[config.mk]
export PLATFORM = sky130hd
export DESIGN_NAME = doodle_motion
export DESIGN_NICKNAME = d
export VERILOG_FILES = /design/src/rtl/doodle_motion.sv
export SDC_FILE = /design/constraint.sdc
export NUM_CORES = 1
export LEC_CHECK = 0
export CAP_MARGIN = 30
export CELL_PAD_IN_SITES_DETAIL_PLACEMENT = 1
export CELL_PAD_IN_SITES_GLOBAL_PLACEMENT = 2
export CORE_MARGIN = 4
export CORE_UTILIZATION = 30
export DETAILED_ROUTE_END_ITERATION = 10
export PLACE_DENSITY_LB_ADDON = 0.1
export SLEW_MARGIN = 10
export SYNTH_ARGS = -nofsm -noshare
export SYNTH_HDL_FRONTEND = slang
export SYNTH_SLANG_ARGS = --single-unit
[constraint.sdc]
create_clock -name Clk -period 3.6 [get_ports Clk]
set_input_delay 0.36 -clock Clk [delete_from_list [all_inputs] [get_ports Clk]]
set_output_delay 0.36 -clock Clk [all_outputs]
set_load 0.01 [all_outputs]
[src/rtl/doodle_motion.sv]
// Doodle motion generator.
// Once per video frame, advances the doodle centre position and the climb
// counter according to the game state machine's one-hot state flags, the
// shared vertical speed and the left/right buttons. Also produces a one-clock
// pulse each time the state machine enters the Up state.
module doodle_motion #(
  parameter int unsigned START_X = 406,
  parameter int unsigned START_Y = 478,
  parameter int unsigned X_MIN   = 157,
  parameter int unsigned X_MAX   = 761,
  parameter int unsigned Y_MIN   = 35,
  parameter int unsigned Y_MAX   = 1023,
  parameter int unsigned H_SPEED = 2
) (
  input  logic        Clk,
  input  logic        Reset,
  input  logic        frame_tick,
  input  logic        q_I,
  input  logic        q_Up,
  input  logic        q_Down,
  input  logic        q_Done,
  input  logic        is_in_middle,
  input  logic [3:0]  vert_speed,
  input  logic        btn_left,
  input  logic        btn_right,
  output logic [9:0]  up_count,
  output logic [15:0] object_x,
  output logic [15:0] object_y,
  output logic        jump_start
);

  logic [15:0] x_q, x_d;
  logic [15:0] y_q, y_d;
  logic [9:0]  up_cnt_q, up_cnt_d;
  logic        jump_q, jump_d;
  logic        prev_up_q;

  logic        flags_legal;
  logic        upd;
  logic [10:0] up_sum;
  logic [16:0] y_up_floor;
  logic [16:0] y_down_sum;
  logic [16:0] x_left_floor;
  logic [16:0] x_right_sum;

  // Exactly one state flag high; anything else freezes the block.
  assign flags_legal = $onehot({q_I, q_Up, q_Down, q_Done});
  assign upd         = frame_tick & flags_legal;

  // Widened intermediates so the clamps never wrap.
  assign up_sum       = {1'b0, up_cnt_q} + 11'(vert_speed);
  assign y_up_floor   = 17'(Y_MIN) + 17'(vert_speed);
  assign y_down_sum   = {1'b0, y_q} + 17'(vert_speed);
  assign x_left_floor = 17'(X_MIN) + 17'(H_SPEED);
  assign x_right_sum  = {1'b0, x_q} + 17'(H_SPEED);

  // Next-state computation for position, climb counter and jump pulse.
  always_comb begin
    x_d      = x_q;
    y_d      = y_q;
    up_cnt_d = q_Up ? up_cnt_q : '0;
    jump_d   = q_Up & ~prev_up_q & flags_legal;

    if (upd) begin
      if (q_I) begin
        x_d = 16'(START_X);
        y_d = 16'(START_Y);
      end

      if (q_Up) begin
        up_cnt_d = up_sum[10] ? '1 : up_sum[9:0];
        if (!is_in_middle) begin
          if ({1'b0, y_q} < y_up_floor) begin
            y_d = 16'(Y_MIN);
          end else begin
            y_d = y_q - 16'(vert_speed);
          end
        end
      end

      if (q_Down) begin
        if (y_down_sum > 17'(Y_MAX)) begin
          y_d = 16'(Y_MAX);
        end else begin
          y_d = y_down_sum[15:0];
        end
      end

      if (q_Up || q_Down) begin
        if (btn_left && !btn_right) begin
          if ({1'b0, x_q} < x_left_floor) begin
            x_d = 16'(X_MIN);
          end else begin
            x_d = x_q - 16'(H_SPEED);
          end
        end else if (btn_right && !btn_left) begin
          if (x_right_sum > 17'(X_MAX)) begin
            x_d = 16'(X_MAX);
          end else begin
            x_d = x_right_sum[15:0];
          end
        end
      end
    end
  end

  // State registers with asynchronous reset to the idle position.
  always_ff @(posedge Clk or posedge Reset) begin
    if (Reset) begin
      x_q       <= 16'(START_X);
      y_q       <= 16'(START_Y);
      up_cnt_q  <= '0;
      jump_q    <= 1'b0;
      prev_up_q <= 1'b0;
    end else begin
      x_q       <= x_d;
      y_q       <= y_d;
      up_cnt_q  <= up_cnt_d;
      jump_q    <= jump_d;
      prev_up_q <= q_Up;
    end
  end

  assign object_x   = x_q;
  assign object_y   = y_q;
  assign up_count   = up_cnt_q;
  assign jump_start = jump_q;

endmodule

# Yosys cells after proc, flatten, opt, wreduce, memory -nomap -nowiden
# Cells that the tools add are included.
# W data, S select, Z words.
# totals
regBits	44
in_bits	14
output_inout_bits	43
wordCells	44
# op_classes
add_sub_neg	9
magnitude_cmp	4
eq_ne	1
n_mux	16
bitwise_logic	4
reduce_logical	5
# ops
cell	count
$mux W16	12
$mux W10	4
$gt A17 B10 Y1 const B	2
$add A16 B2 Y17 const B	1
$add A16 B4 Y17	1
$lt A16 B7 Y1	1
$lt A16 B8 Y1 const B	1
$sub A16 B2 Y16 const B	1
$sub A16 B4 Y16	1
$add A10 B4 Y11	1
$add A6 B4 Y7 const A	1
$add A1 B1 Y2	2
$add A2 B2 Y3	1
$and A1 B1 Y1	3
$eq A3 B1 Y1 const B	1
$logic_and A1 B1 Y1	2
$logic_not A1 Y1	2
$logic_or A1 B1 Y1	1
$not A1 Y1	1

# Logic depth before layout (Yosys ltp)
# depth
ltp_word	6
depth_mapped	14

# Worst setup path after synthesis
# No wires, ideal clock.
# synth_timing
path_kind	input to register
startpoint	in q_I
endpoint	reg up_cnt_q[0], in the netlist up_count[0]
t_arrival_ns	2.860
required_time_ns	3.523
setup_slack_ns	0.663
stages	13
path_cell_list	inv_1 -> clkbuf_1 -> fa_1 -> inv_1 -> ha_1 -> ha_1 -> nor2_1 -> and3_1 -> clkbuf_1 -> clkbuf_1 -> clkbuf_1 -> o21ai_0 -> a21oi_1
# synth_between
elab_chain_len	5
# synth_lines
item	line	source
start: declaration	18	input logic q_I,
$add A1 B1 Y2 (not written as such)	47	assign flags_legal = $onehot({q_I, q_Up, q_Down, q_Done});
$add A2 B2 Y3 (not written as such)	47	
$eq A3 B1 Y1	47	
$and A1 B1 Y1	48	assign upd = frame_tick & flags_legal;
$mux W10	64	if (upd) begin
via up_cnt_d[0]	34	logic [9:0] up_cnt_q, up_cnt_d;
end signal: assignment	118	up_cnt_q <= up_cnt_d;
end: declaration	34	
# The timed path passes the listed nets, and every way through them passes these cells.
# A chain may end at the register's enable or synchronous reset.

# Worst setup path after layout
# layout_timing
startpoint	in q_Up
endpoint	reg y_q[5], in the netlist object_y[5]
# layout_between
elab_chain_len	4
elab_cells_between_ends	6
# layout_lines
item	line	source
start: declaration	19	input logic q_Up,
$add A1 B1 Y2 (not written as such)	47	
$add A2 B2 Y3 (not written as such)	47	
$eq A3 B1 Y1	47	
$and A1 B1 Y1	48	
end signal: assignment	111	y_q <= 16'(START_Y);
end signal: assignment	117	y_q <= y_d;
end: declaration	33	logic [15:0] y_q, y_d;
# Several ways; a longest one is shown, not always the timed one.

==> impl_metrics.csv <==
group,metric,value,unit
outcome,outcome,"finished clean",
timing,final_hold_viol_count,0,
timing,maxSlewViolCount,0,
floorplanning,num_io_pins,57,
synthesis,synth.most_common_cell,"o21ai_0",
synthesis,yosysTopAreaCell,"dfrtp_1",
route,drt_wl_total,15.6,mm
cts,htreeDepth,2,
timing,worst_pin_slew,0.704,ns
critical_path,cpMaxStageDelayCell,"fa_1",
route,drc,0,
cts,ctsHoldBuffers,0,
route,dr_wl_met2,7.89,mm
cts,cts_buffers,5,
min_path,holdCritPathClass,"in2async",
critical_path,cp_top_family,"buffers and inverters",
route,drt_iter0_markers,236,
cts,clock-sinks,44,
synthesis,synth_seq_cells,44,
synthesis,ys_warn_count,0,
grt,grt_pass1_wl,25.5,mm
synthesis,synthCells,545,
cells_and_area,num_antenna_cells,0,
floorplanning,die_area,0.0159,mm²
synthesis,synth_area,0.00419,mm²
floorplanning,fp-row-count,42,
cts,clockBufferDepth,2,
cells_and_area,drive_above_1_share,9.32,%
timing,finalSetupViolCount,0,
synthesis,synthDominantCellAreaShare,19.1,%
cells_and_area,syn_to_final_growth,25.0,%
pwr,pwr-share-comb,48.9,%
cts,cts_resized,0,
pwr,p_int,1.63,mW
route,vias_per_cell,5.76,
critical_path,startpoint_type,"input port",
grt,grt_pass1_vias,4640,
critical_path,crit_arrival,3.33,ns
route,wire_per_inst,20.0,µm
grt,grt_max_degree,30,
grt,antenna_found_initial,0,
route,wl_met1,7.17,mm
route,top_layer_used,"met4",
timing,slew_headroom,53.1,%
critical_path,critPathMaxStageDelay,0.52,ns
cells_and_area,nets,641,
floorplanning,die_h,126,µm
critical_path,cp-end-kind,"register",
route,num_vias,4475,
synthesis,syn_nets,586,
pwr,switching_share,44.3,%
synthesis,yosysUniqueCellTypes,65,
timing,clock_skew,0.00274,ns
route,antenna_left,0,
critical_path,path_max_fanout,13,
route,dr_wl_met3,379,µm
timing,whs,0.339,ns
synthesis,synthTopCellsByArea,"dfrtp_1 19%, dfstp_2 7.5%, ha_1 6.9%",
job,maxCapViolations,0,
critical_path,cp_num_buf_inv,5,
pwr,powerDensity,560,mW/mm²
pwr,p_leak,2.06,nW
synthesis,synthFlopType,"dfrtp_1",
grt,grt-ovfl-total,0,
critical_path,cp_cell_sequence,"clkdlybuf4s50_1, clkinv_1, fa_1, inv_1, ha_1, ha_1, nor2_1, nand3_1, buf_4, a2111oi_0, buf_4, nor3_1",
synthesis,synth-async-reset-ratio,100,%
floorplanning,core_area,0.0135,mm²
critical_path,path_class,"in2reg",
floorplanning,die_w,126,µm
synthesis,synth_edf_count,0,
critical_path,critPathRequiredTime,3.79,ns
placement,hpwl,11.6,mm
route,firstDrtPassIters,4,
pwr,switchingPower,1.30,mW
cts,cts_root_buffer,"clkbuf_16",
floorplanning,initial_utilization,31.1,%
cts,clk_latency,0.30,ns
timing,max_freq,319,MHz
timing,fin_crit,3.14,ns
pwr,peakVddDrop,0.000219,V
placement,io_buffers,56,
timing,finalSetupTns,0,ns
placement,gp_congestion,0.811,
synthesis,seq_area_frac_synth,26.7,%
cts,clk_pin_slew,0.07,ns
grt,groute.usage.overall,19.5,%
cts,post_cts_buffers,0,
pwr,power_frac_seq,31.5,%
synthesis,synth_area_per_cell,7.68,µm²
cells_and_area,n_fill_cell,1644,
timing,rsz0062_at_grt,"no",
cts,cts_tree,"built",
synthesis,synthTopCellsByCount,"52 x o21ai_0, 47 x nor2_1, 44 x a21oi_1",
timing,min_period_over_period,87.2,%
pwr,clock_power_share,19.6,%
## logic make-up (layout without fill, tap and decap cells)
logic type      after synthesis  in the layout  synth area share, %
xor+xnor                     18             18                 3.77
simple gates                203            203                 24.8
mux                           3              3                0.717
flops                        44             44                 26.7
compound gates              188            188                 29.3
fa+ha+maj                    27             27                 8.79
buf+inv                      62            118                 5.98
## power by group through the flow
stage	clock, mW	sequential (mW)	combinational [mW]
floorplan	0	0.811	0.965
global placement	0	0.924	1.41
detailed placement	0	0.931	1.43
CTS	0.596	0.924	1.44
global route	0.616	0.960	1.59
finish	0.573	0.923	1.43
## stage by stage
| stage | util [%] | setup WS (ns) | area [µm²] | power [mW] | std cells |
|---|---|---|---|---|---|
| 6_report | 38.9 | 0.461 | 5230 | 2.93 | 777 |
| 5_1_grt | 38.9 | 0.181 | 5230 | 3.17 | 777 |
| 4_1_cts | 38.8 | 0.398 | 5220 | 2.96 | 776 |
| 3_5_place_dp | 37.5 | 0.104 | 5040 | 2.36 | 768 |
| 3_3_place_gp | 37.3 | 0.196 | 5020 | 2.33 | 767 |
| 2_1_floorplan | - | 0.663 | 4190 | 1.78 | 545 |
## flip-flops by register name, indices dropped and copies added, names as in the netlist
| signal | cells |
|---|---|
| jump_start | 1 |
| prev_up_q | 1 |
| up_count | 10 |
| object_y | 16 |
| object_x | 16 |
## per-layer routing
metal | global-route usage (%) | vias to the layer above
li1 | - | 2142
met1 | 25.7 | 2243
met3 | 2.41 | 11
met5 | 0 | -
met4 | 3.91 | 0
met2 | 34.4 | 79
## worst paths after layout
| kind | startpoint | endpoint | slack (ns) | cells past startpoint |
|---|---|---|---|---|
| worst max-delay path | q_Up | object_y[5] | 0.46 | 12 |
| worst min-delay path | Reset | object_x[0] | 0.34 | 2 |
| worst max register to register | object_y[0] | object_y[8] | 0.65 | 10 |
| worst min register to register | prev_up_q | jump_start | 0.40 | 1 |
| max in group asynchronous | Reset | object_y[7] | 2.70 | 3 |
| min in group Clk | prev_up_q | jump_start | 0.40 | 1 |
## cell usage in the layout, fill, tap and decap left out, drive strengths merged, types with 23 or more instances in the layout
cell type / instances
nand2: 39
a21oi: 44
clkdlybuf4s50: 56
o21ai: 53
buf: 28
dfrtp: 32
inv: 25
ha: 23
nor3: 30
nor2: 47
## area by class of cell
cell class | instances | area (µm²) | area share, %
Multi-Input combinational cell | 439 | 2820 | 53.9
Sequential cell | 44 | 1120 | 21.3
Timing Repair Buffer | 84 | 800 | 15.3
Inverter | 26 | 97.6 | 1.87
Clock buffer | 6 | 139 | 2.65
Clock inverter | 2 | 38.8 | 0.741
Tap cell | 176 | 220 | 4.21
Note: power is estimated with default switching activity, not from simulation.
